## config.mk

```make
export PLATFORM = sky130hd
export DESIGN_NAME = softmax_sequencer_flat
export DESIGN_NICKNAME = d
export VERILOG_FILES = /design/src/rtl/softmax_sequencer_if.sv /design/src/rtl/softmax_sequencer.sv /design/src/flat_wrapper.sv
export SDC_FILE = /design/constraint.sdc
export NUM_CORES = 1
export LEC_CHECK = 0
export CORE_ASPECT_RATIO = 1.4
export CORE_MARGIN = 1.5
export CORE_UTILIZATION = 40
export DETAILED_ROUTE_END_ITERATION = 12
export GPL_ROUTABILITY_DRIVEN = 0
export PLACE_DENSITY = 0.69
export SYNTH_ARGS = -nofsm -noshare
export SYNTH_HDL_FRONTEND = slang
export SYNTH_SLANG_ARGS = --single-unit
```

## constraint.sdc

```tcl
create_clock -name clk -period 2.1 [get_ports clk]
set_input_delay 0.42 -clock clk [delete_from_list [all_inputs] [get_ports clk]]
set_output_delay 0.42 -clock clk [all_outputs]
set_load 0.02 [all_outputs]
```

## src/rtl/softmax_sequencer_if.sv

```systemverilog
// Handshake and shared-arithmetic-unit bus for softmax_sequencer.
// With SOFTMAX_SEQ_ZDIV_EN defined, the bus also carries the err flag.
interface softmax_sequencer_if #(
  parameter int VLEN = 4
);
  logic                 in_valid;
  logic                 in_ready;
  logic [32*VLEN-1:0]   in_vec;
  logic                 out_valid;
  logic                 out_ready;
  logic [32*VLEN-1:0]   result;
  logic                 busy;
  logic [31:0]          exp_x;
  logic [31:0]          exp_result;
  logic [31:0]          add_a;
  logic [31:0]          add_b;
  logic [31:0]          add_result;
  logic [31:0]          div_a;
  logic [31:0]          div_b;
  logic [31:0]          div_result;
  logic                 div_zero;
`ifdef SOFTMAX_SEQ_ZDIV_EN
  logic                 err;
`endif

  // Sequencer side
  modport slave (
    input  in_valid, in_vec, out_ready, exp_result, add_result, div_result, div_zero,
    output in_ready, out_valid, result, busy, exp_x, add_a, add_b, div_a, div_b
`ifdef SOFTMAX_SEQ_ZDIV_EN
    , output err
`endif
  );

  // Environment side: upstream source, downstream sink and the arithmetic units
  modport master (
    output in_valid, in_vec, out_ready, exp_result, add_result, div_result, div_zero,
    input  in_ready, out_valid, result, busy, exp_x, add_a, add_b, div_a, div_b
`ifdef SOFTMAX_SEQ_ZDIV_EN
    , input err
`endif
  );
endinterface

```

## src/rtl/softmax_sequencer.sv

```systemverilog
// Time-multiplexed fp32 softmax over VLEN elements using one shared exp, adder and divider.
// Optional macro SOFTMAX_SEQ_ZDIV_EN: sticky divide-by-zero flag, zeroed results, err output.
module softmax_sequencer #(
  parameter int VLEN = 4,
  parameter int IDXW = $clog2(VLEN)
) (
  input logic               clk,
  input logic               rst_n,
  softmax_sequencer_if.slave bus
);
  typedef enum logic [2:0] {
    S_IDLE,
    S_EXP,
    S_SUM,
    S_DIV,
    S_DONE
  } state_t;

  localparam logic [IDXW-1:0] LAST_IDX = IDXW'(VLEN - 1);

  state_t                 r_state;
  state_t                 w_next;
  logic [IDXW-1:0]        r_idx;
  logic [IDXW-1:0]        w_idx_step;
  logic [31:0]            r_acc;
  logic [VLEN-1:0][31:0]  r_xbuf;
  logic [VLEN-1:0][31:0]  r_ebuf;
  logic [VLEN-1:0][31:0]  r_result;
  logic                   w_last;
  logic                   w_in_ready;
  logic                   w_out_valid;
  logic                   w_busy;
  logic [31:0]            w_exp_x;
  logic [31:0]            w_add_a;
  logic [31:0]            w_add_b;
  logic [31:0]            w_div_a;
  logic [31:0]            w_div_b;

  assign w_last     = (r_idx == LAST_IDX);
  // The phase change takes the place of the index wrap, so idx stays within 0..VLEN-1.
  assign w_idx_step = w_last ? '0 : r_idx + IDXW'(1);

  always_ff @(posedge clk) begin
    if (!rst_n) r_state <= S_IDLE;
    else        r_state <= w_next;
  end

  always_comb begin
    w_next      = r_state;
    w_in_ready  = 1'b0;
    w_out_valid = 1'b0;
    w_busy      = 1'b0;
    w_exp_x     = 32'h0;
    w_add_a     = 32'h0;
    w_add_b     = 32'h0;
    w_div_a     = 32'h0;
    w_div_b     = 32'h0;
    case (r_state)
      S_IDLE: begin
        w_in_ready = 1'b1;
        if (bus.in_valid) w_next = S_EXP;
      end
      S_EXP: begin
        w_busy  = 1'b1;
        w_exp_x = r_xbuf[r_idx];
        if (w_last) w_next = S_SUM;
      end
      S_SUM: begin
        w_busy  = 1'b1;
        w_add_a = r_acc;
        w_add_b = r_ebuf[r_idx];
        if (w_last) w_next = S_DIV;
      end
      S_DIV: begin
        w_busy  = 1'b1;
        w_div_a = r_ebuf[r_idx];
        w_div_b = r_acc;
        if (w_last) w_next = S_DONE;
      end
      S_DONE: begin
        w_out_valid = 1'b1;
        if (bus.out_ready) w_next = S_IDLE;
      end
      default: w_next = S_IDLE;
    endcase
  end

  always_ff @(posedge clk) begin
    if (!rst_n) begin
      r_idx    <= '0;
      r_acc    <= 32'h0;
      r_xbuf   <= '0;
      r_ebuf   <= '0;
      r_result <= '0;
    end else begin
      case (r_state)
        S_IDLE: begin
          if (bus.in_valid) begin
            r_xbuf <= bus.in_vec;
            r_idx  <= '0;
            r_acc  <= 32'h0;
          end
        end
        S_EXP: begin
          r_ebuf[r_idx] <= bus.exp_result;
          r_idx         <= w_idx_step;
        end
        S_SUM: begin
          r_acc <= bus.add_result;
          r_idx <= w_idx_step;
        end
        S_DIV: begin
`ifdef SOFTMAX_SEQ_ZDIV_EN
          r_result[r_idx] <= bus.div_zero ? 32'h0 : bus.div_result;
`else
          r_result[r_idx] <= bus.div_result;
`endif
          r_idx <= w_idx_step;
        end
        default: ;
      endcase
    end
  end

`ifdef SOFTMAX_SEQ_ZDIV_EN
  logic r_zflag;

  // Sticky across the DIV phase; only the output handshake or reset clears it.
  always_ff @(posedge clk) begin
    if (!rst_n)                                 r_zflag <= 1'b0;
    else if (r_state == S_DIV && bus.div_zero)  r_zflag <= 1'b1;
    else if (r_state == S_DONE && bus.out_ready) r_zflag <= 1'b0;
  end

  assign bus.err = r_zflag & w_out_valid;
`else
  logic w_unused_div_zero;
  assign w_unused_div_zero = bus.div_zero;
`endif

  assign bus.in_ready  = w_in_ready;
  assign bus.out_valid = w_out_valid;
  assign bus.busy      = w_busy;
  assign bus.result    = r_result;
  assign bus.exp_x     = w_exp_x;
  assign bus.add_a     = w_add_a;
  assign bus.add_b     = w_add_b;
  assign bus.div_a     = w_div_a;
  assign bus.div_b     = w_div_b;
endmodule

```

## src/flat_wrapper.sv

```systemverilog
// flat-port wrapper written by rule: the top's interface ports become plain ports
module softmax_sequencer_flat 
#(
  parameter int VLEN = 4,
  parameter int IDXW = $clog2(VLEN)
)
  (clk, rst_n, bus_in_valid, bus_in_vec, bus_out_ready, bus_exp_result, bus_add_result, bus_div_result, bus_div_zero, bus_in_ready, bus_out_valid, bus_result, bus_busy, bus_exp_x, bus_add_a, bus_add_b, bus_div_a, bus_div_b);
  softmax_sequencer_if #(.VLEN(VLEN)) bus_i ();
  input logic clk;
  input logic rst_n;
  input wire logic [$bits(bus_i.in_valid)-1:0] bus_in_valid;
  input wire logic [$bits(bus_i.in_vec)-1:0] bus_in_vec;
  input wire logic [$bits(bus_i.out_ready)-1:0] bus_out_ready;
  input wire logic [$bits(bus_i.exp_result)-1:0] bus_exp_result;
  input wire logic [$bits(bus_i.add_result)-1:0] bus_add_result;
  input wire logic [$bits(bus_i.div_result)-1:0] bus_div_result;
  input wire logic [$bits(bus_i.div_zero)-1:0] bus_div_zero;
  output wire logic [$bits(bus_i.in_ready)-1:0] bus_in_ready;
  output wire logic [$bits(bus_i.out_valid)-1:0] bus_out_valid;
  output wire logic [$bits(bus_i.result)-1:0] bus_result;
  output wire logic [$bits(bus_i.busy)-1:0] bus_busy;
  output wire logic [$bits(bus_i.exp_x)-1:0] bus_exp_x;
  output wire logic [$bits(bus_i.add_a)-1:0] bus_add_a;
  output wire logic [$bits(bus_i.add_b)-1:0] bus_add_b;
  output wire logic [$bits(bus_i.div_a)-1:0] bus_div_a;
  output wire logic [$bits(bus_i.div_b)-1:0] bus_div_b;
  assign bus_i.in_valid = bus_in_valid;
  assign bus_i.in_vec = bus_in_vec;
  assign bus_i.out_ready = bus_out_ready;
  assign bus_i.exp_result = bus_exp_result;
  assign bus_i.add_result = bus_add_result;
  assign bus_i.div_result = bus_div_result;
  assign bus_i.div_zero = bus_div_zero;
  assign bus_in_ready = bus_i.in_ready;
  assign bus_out_valid = bus_i.out_valid;
  assign bus_result = bus_i.result;
  assign bus_busy = bus_i.busy;
  assign bus_exp_x = bus_i.exp_x;
  assign bus_add_a = bus_i.add_a;
  assign bus_add_b = bus_i.add_b;
  assign bus_div_a = bus_i.div_a;
  assign bus_div_b = bus_i.div_b;
  softmax_sequencer #(.VLEN(VLEN), .IDXW(IDXW)) u_core (.clk(clk), .rst_n(rst_n), .bus(bus_i));
endmodule
```

=== After elaboration in Yosys (flattened, before gate mapping) ===
Cells that the tools add are included.

* Add/subtract/negate cells: 1
* Magnitude comparators: 2
* Equality and inequality tests: 10
* Muxes and demuxes: 27
* Reduce and logical (&&, ||, !) cells: 9

{| class="wikitable"
|+ Operators with widths
! kind !! count
|-
| $mux W32 || 9
|-
| $bwmux W128 || 2
|-
| $bmux W32 S2 || 2
|-
| $demux W32 S2 || 1
|-
| $pmux W32 S2 || 1
|-
| $mux W3 || 5
|-
| $pmux W3 S5 || 1
|-
| $eq A3 B2 Y1 const B || 2
|-
| $ne A2 B1 Y1 const B || 3
|-
| $reduce_and A2 Y1 || 3
|-
| $reduce_and A5 Y1 || 1
|-
| $mux W2 || 2
|-
| $ne A2 B2 Y1 const B || 2
|-
| $pmux W2 S2 || 1
|-
| $reduce_bool A2 Y1 || 2
|-
| $eq A3 B1 Y1 const B || 1
|-
| $eq A3 B3 Y1 const B || 1
|-
| $logic_not A3 Y1 || 1
|-
| $lt A2 B3 Y1 const B || 1
|-
| $mux W1 || 3
|-
| $reduce_or A3 Y1 || 1
|-
| $add A2 B1 Y2 const B || 1
|-
| $eq A2 B2 Y1 const B || 1
|-
| $ge A2 B1 Y1 const B || 1
|-
| $logic_and A1 B1 Y1 || 1
|}

* Register bits after elaboration: 421
* Input bits: 229
* Output and inout port bits: 291
* Logic and storage cells: 64

=== Longest topological paths before layout ===
* Word-level depth: 5
* Mapped depth: 10
* Mapped depth without buffers: 5

=== Least setup slack after synthesis ===
OpenSTA, ideal clock, no wires.

* Path kind: flip-flop to flip-flop
* Start point: reg u_core.r_idx[0]
* End point: reg u_core.r_ebuf[69] (netlist bit)
* Library setup time: 0.074 ns
* Data arrival time: 2.010 ns
* Required time: 2.026 ns
* Setup slack: 0.016 ns
* Cell stages (with the launch flop): 11
* Buffers on the path: 5
* Clock period less this slack: 2.084 ns
* Cell sequence: dfxtp_1 clkbuf_1 buf_4 buf_2 inv_1 ha_1 nand4bb_1 clkbuf_1 clkbuf_1 nand3_1 o21ai_0

* Cells in the longest elaborated chain, start to end: 5
* Elaborated cells between the ends (all ways): 6
* Those cells by class: order compare: 2; mux: 3; reduce/logical: 1

{| class="wikitable"
|+ RTL lines
! element !! RTL line !! RTL
|-
| start: declaration || softmax_sequencer.sv:23 || <nowiki>logic [IDXW-1:0] r_idx;</nowiki>
|-
| start signal: assignment || softmax_sequencer.sv:106 || <nowiki>r_idx <= w_idx_step;</nowiki>
|-
| start signal: assignment || softmax_sequencer.sv:110 || <nowiki>r_idx <= w_idx_step;</nowiki>
|-
| start signal: assignment || softmax_sequencer.sv:118 || <nowiki>r_idx <= w_idx_step;</nowiki>
|-
| $lt A2 B3 Y1 (not written as such) / $ge A2 B1 Y1 (equally long branches) || softmax_sequencer.sv:105 || <nowiki>r_ebuf[r_idx] <= bus.exp_result;</nowiki>
|-
| $logic_and A1 B1 Y1 (not written as such) || softmax_sequencer.sv:105 ||
|-
| $mux W32 (not written as such) || softmax_sequencer.sv:105 ||
|-
| $demux W32 S2 (*) || - ||
|-
| $bwmux W128 (*) || softmax_sequencer.sv:105 ||
|-
| end signal: indexed assignment || softmax_sequencer.sv:105 ||
|-
| end: declaration || softmax_sequencer.sv:27 || <nowiki>logic [VLEN-1:0][31:0] r_ebuf;</nowiki>
|}

Every way passes the cells marked *; elsewhere a longest branch is shown, timed or not.
A chain may end at the register's enable or synchronous reset.

=== Worst setup path after layout ===
* Start point: reg u_core.r_idx[0]
* End point: out bus_add_b[0]

* Cells in the longest elaborated chain, start to end: 3

{| class="wikitable"
|+ RTL lines
! element !! RTL line !! RTL
|-
| $bmux W32 S2 || softmax_sequencer.sv:71 || <nowiki>w_add_b = r_ebuf[r_idx];</nowiki>
|-
| $mux W32 (not written as such) || softmax_sequencer.sv:71 ||
|-
| $mux W32 || softmax_sequencer.sv:58 || <nowiki>case (r_state)</nowiki>
|-
| end: declaration || flat_wrapper.sv:24 || <nowiki>output wire logic [$bits(bus_i.add_b)-1:0] bus_add_b;</nowiki>
|}

Every way passes these cells. The select of a mux whose other input is x is not followed.

==> metrics.md <==
| Metric | Value |
|---|---|
| Status | finished, violations left |
| Failing checks | setup timing |
| Net Count, Synth | 2108 |
| Post-synthesis sequential area ratio | about half |
| Core box area | between 40000 and 50000 um2 |
| Critical Path RT | ~1.7 ns |
| Worst Hold Class | in2reg |
| Worst hold path depth | 3 |
| Number of max-cap violations | 0 |
| Max Slew Vio Count | 0 |
| Post-route clock period utilization | 120% |
| Worst setup SP type | register |
| Vias in the first global route | approximately 15000 |
| Worst path max stage delay | between 0.5 and 0.6 ns |
| DR iter-0 viols | 850 |
| Setup Slack @ Placement | -0.334 ns |
| Detailed Place HPWL | 37000 um |
| Top cells by area, synth | dfxtp_1, nand3_1, o21ai_0 |
| Starting Density | 40.3% |
| CP Capture Type | output port |
| Setup violators final | approximately 160 |
| FP Rows | between 80 and 90 |
| PwrDens | between 600 and 700 nW/um2 |
| Worst-Skew Late Latency | ~0.54 ns |
| Clock Skew | approximately 0.013 ns |
| Worst Setup Path Type | reg2out |
| H-tree levels | 2 |
| Crit-path max FO | 8 |
| Yosys reg bits | 421 |
| Synthesis-to-finish area growth | 54.0% |
| Num ports | 520 |
| Worst path slowest cell | mux4_2 |
| Die ar. | approximately 44000 um2 |
| Wire length per cell | 19.0 um |
| Worst-path cell chain | buf_12 -> buf_12 -> buf_6 -> mux4_2 -> and2_4 -> buf_6 |
| Fillers | between 3000 and 4000 |
| IO Port Bufs | 518 |
| Async SR Flop Fraction | 0% |
| Root buffer cell | clkbuf_16 |
| Clk slew on worst S/H paths | about 0.060 ns |
| Via/cell ratio | 5.34 |
| Layout cell share with drive strength beyond 1 | 25.3% |
| Total power | 17.9 mW |
| Largest net degree at the start of global routing | 108 |
| Initial antenna violation count | 9 |
| WP data arrival | 2.10 ns |
| Synth top area share | between 40 and 50% |
| Distinct cells, synth | 33 |
| RSZ-0062 raised after global routing | yes |
| Peak supply drop | 0.612 mV |
| Cells after Synth | about 1900 |
| Number of iterations in the first detailed-routing pass | 5 |
| Clock buffer depth | 3 |
| DRC viols | 0 |
| Ys flop type | dfxtp_1 |
| Min Tclk post-route | between 2 and 3 ns |
| R2R cell count | 8 |
| Largest area contributor in the synthesized netlist | dfxtp_1 |
| PnR worst setup slack | -0.416 ns |
| Ys Warns | 0 |
| Vias post-DR | between 15000 and 20000 |
| Die height | approximately 250 um |
| Worst-Margin Slew | roughly 0.46 ns |
| Post-Route WL | around 57000 um |
| DIE WIDTH | between 150 and 200 um |
| Hold Buf Count CTS | 0 |
| Syn avg cell area | between 9 and 10 um2 |
| Final Hold Vio Count | 0 |
| Fmax | roughly 400 MHz |
| Leakage | a little under 10 nW |
| CTS tree | yes |
| Post-synth EDFFs | 0 |
| Mapped Area | between 15000 and 20000 um2 |
| Total track usage | roughly a quarter |
| First-pass GRT wire length | between 80000 and 90000 um |
| Commonest cells post-synth | dfxtp_1, nand3_1, o21ai_0 |
| Hold slack | about 0.33 ns |
| Layout Nets | 2621 |
| Antenna viol nets, final | 0 |
| Total gr overflow | 0 |
| Top-count cell post-synth | dfxtp_1 |
| Sink Count | roughly 420 |
| Relative slew slack | 69.4% |
| Num CTS Buffers | 42 |
-- cell usage in the layout (no fill, tap or decap), drive strengths merged, types with 2 or more instances in the layout --
cell | synthesis | layout
clkinvlp | 0 | 2
mux4 | 64 | 64
o32ai | 2 | 2
clkinv | 0 | 9
bufinv | 0 | 4
nor2b | 35 | 35
nand4bb | 4 | 4
and2 | 130 | 130
buf | 76 | 299
inv | 3 | 4
nor3 | 2 | 2
a22o | 32 | 32
nand4b | 4 | 4
nand3 | 384 | 384
a211oi | 2 | 2
clkbuf | 114 | 62
nand2 | 197 | 197
clkdlybuf4s50 | 0 | 354
diode | 0 | 9
nor2 | 6 | 6
dfxtp | 421 | 421
o21ai | 384 | 384
ha | 5 | 5
-- metal layers --
layer	vias up	track usage [%]	part of all wire, %
met1	7530	26.5	37
met3	132	5.76	6.9
li1	7608	-	-
met2	595	43.7	52
met5	-	0	0
met4	0	11.8	4.3
-- power breakdown --
part	internal (mW)	switching, mW	total, mW
registers	8.22	0.119	8.34
logic	1.01	0.902	1.91
clock network	4.52	3.13	7.64
-- logic make-up (layout without fill, tap and decap cells) --
logic type               after synthesis  in the layout  share of synthesized area [%]
AND/OR/NAND/NOR                      767            767                           22.9
flip-flops                           421            421                           49.8
buffers and inverters                193            734                           5.03
AO/OA/AOI/OAI                        424            424                           13.4
other                                  0              9                              0
multiplexers                          64             64                           8.51
adder cells (fa/ha/maj)                5              5                          0.369
-- area by class of cell --
class | instances | area (um2) | share of cell area [%]
diodes | 9 | 22.5 | 0.0864
clock buffers | 56 | 1200 | 4.62
clock inverters | 16 | 193 | 0.739
inverters | 3 | 11.3 | 0.0432
multi-input cells | 1260 | 8280 | 31.7
flip-flops and latches | 421 | 8440 | 32.4
well taps | 546 | 683 | 2.62
repair buffers | 659 | 7240 | 27.8
-- what timing repair did --
item / CTS / global route
gates resized for setup: 918 / 291
cloned: 12 / 4
pin swaps: 44 / 38
setup buffers: 34 / 20
setup endpoints to repair: 163 / 195
-- path summary, 6_finish.rpt --
| check | start | to | slack, ns |
|---|---|---|---|
| worst min register to register | u_core.r_xbuf[85]$_SDFFE_PN0P_ | u_core.r_xbuf[85]$_SDFFE_PN0P_ | 0.45 |
| worst max-delay path | u_core.r_idx[0]$_SDFFE_PN0P_ | bus_add_b[0] | -0.42 |
| worst max register to register | u_core.r_idx[1]$_SDFFE_PN0P_ | u_core.r_ebuf[39]$_SDFFE_PN0P_ | 0.20 |
| worst min-delay path | rst_n | u_core.r_ebuf[113]$_SDFFE_PN0P_ | 0.33 |
-- registers in the layout, summed over array words and instances, names as in the netlist --
| name | count |
|---|---|
| u_core.bus.result | 128 |
| u_core.r_ebuf | 128 |
| u_core.r_xbuf | 128 |
| u_core.r_acc | 32 |
| u_core.r_state | 3 |
| u_core.r_idx | 2 |
-- per-stage QoR --
| stage | instances | cell area, um2 | setup TNS (ns) | util [%] |
|---|---|---|---|---|
| finish | 2970 | 26100 | -44.70 | 62.1 |
| global route | 2969 | 26100 | -54.56 | 62.1 |
| CTS | 2950 | 25400 | -56.25 | 60.4 |
| detailed placement | 2832 | 23000 | -27.03 | 54.9 |
| global placement | 2832 | 23000 | -25.59 | 54.9 |
| floorplan | 1874 | 16900 | 0 | - |
-- critical path: cells and delay by family (launching register included) --
| family | cells | cell delay [ns] |
|---|---|---|
| mux | 1 | 0.51 |
| buf+inv | 4 | 0.50 |
| flops | 1 | 0.38 |
| simple gates | 1 | 0.17 |
No activity file was read; power rests on OpenSTA's default activity.
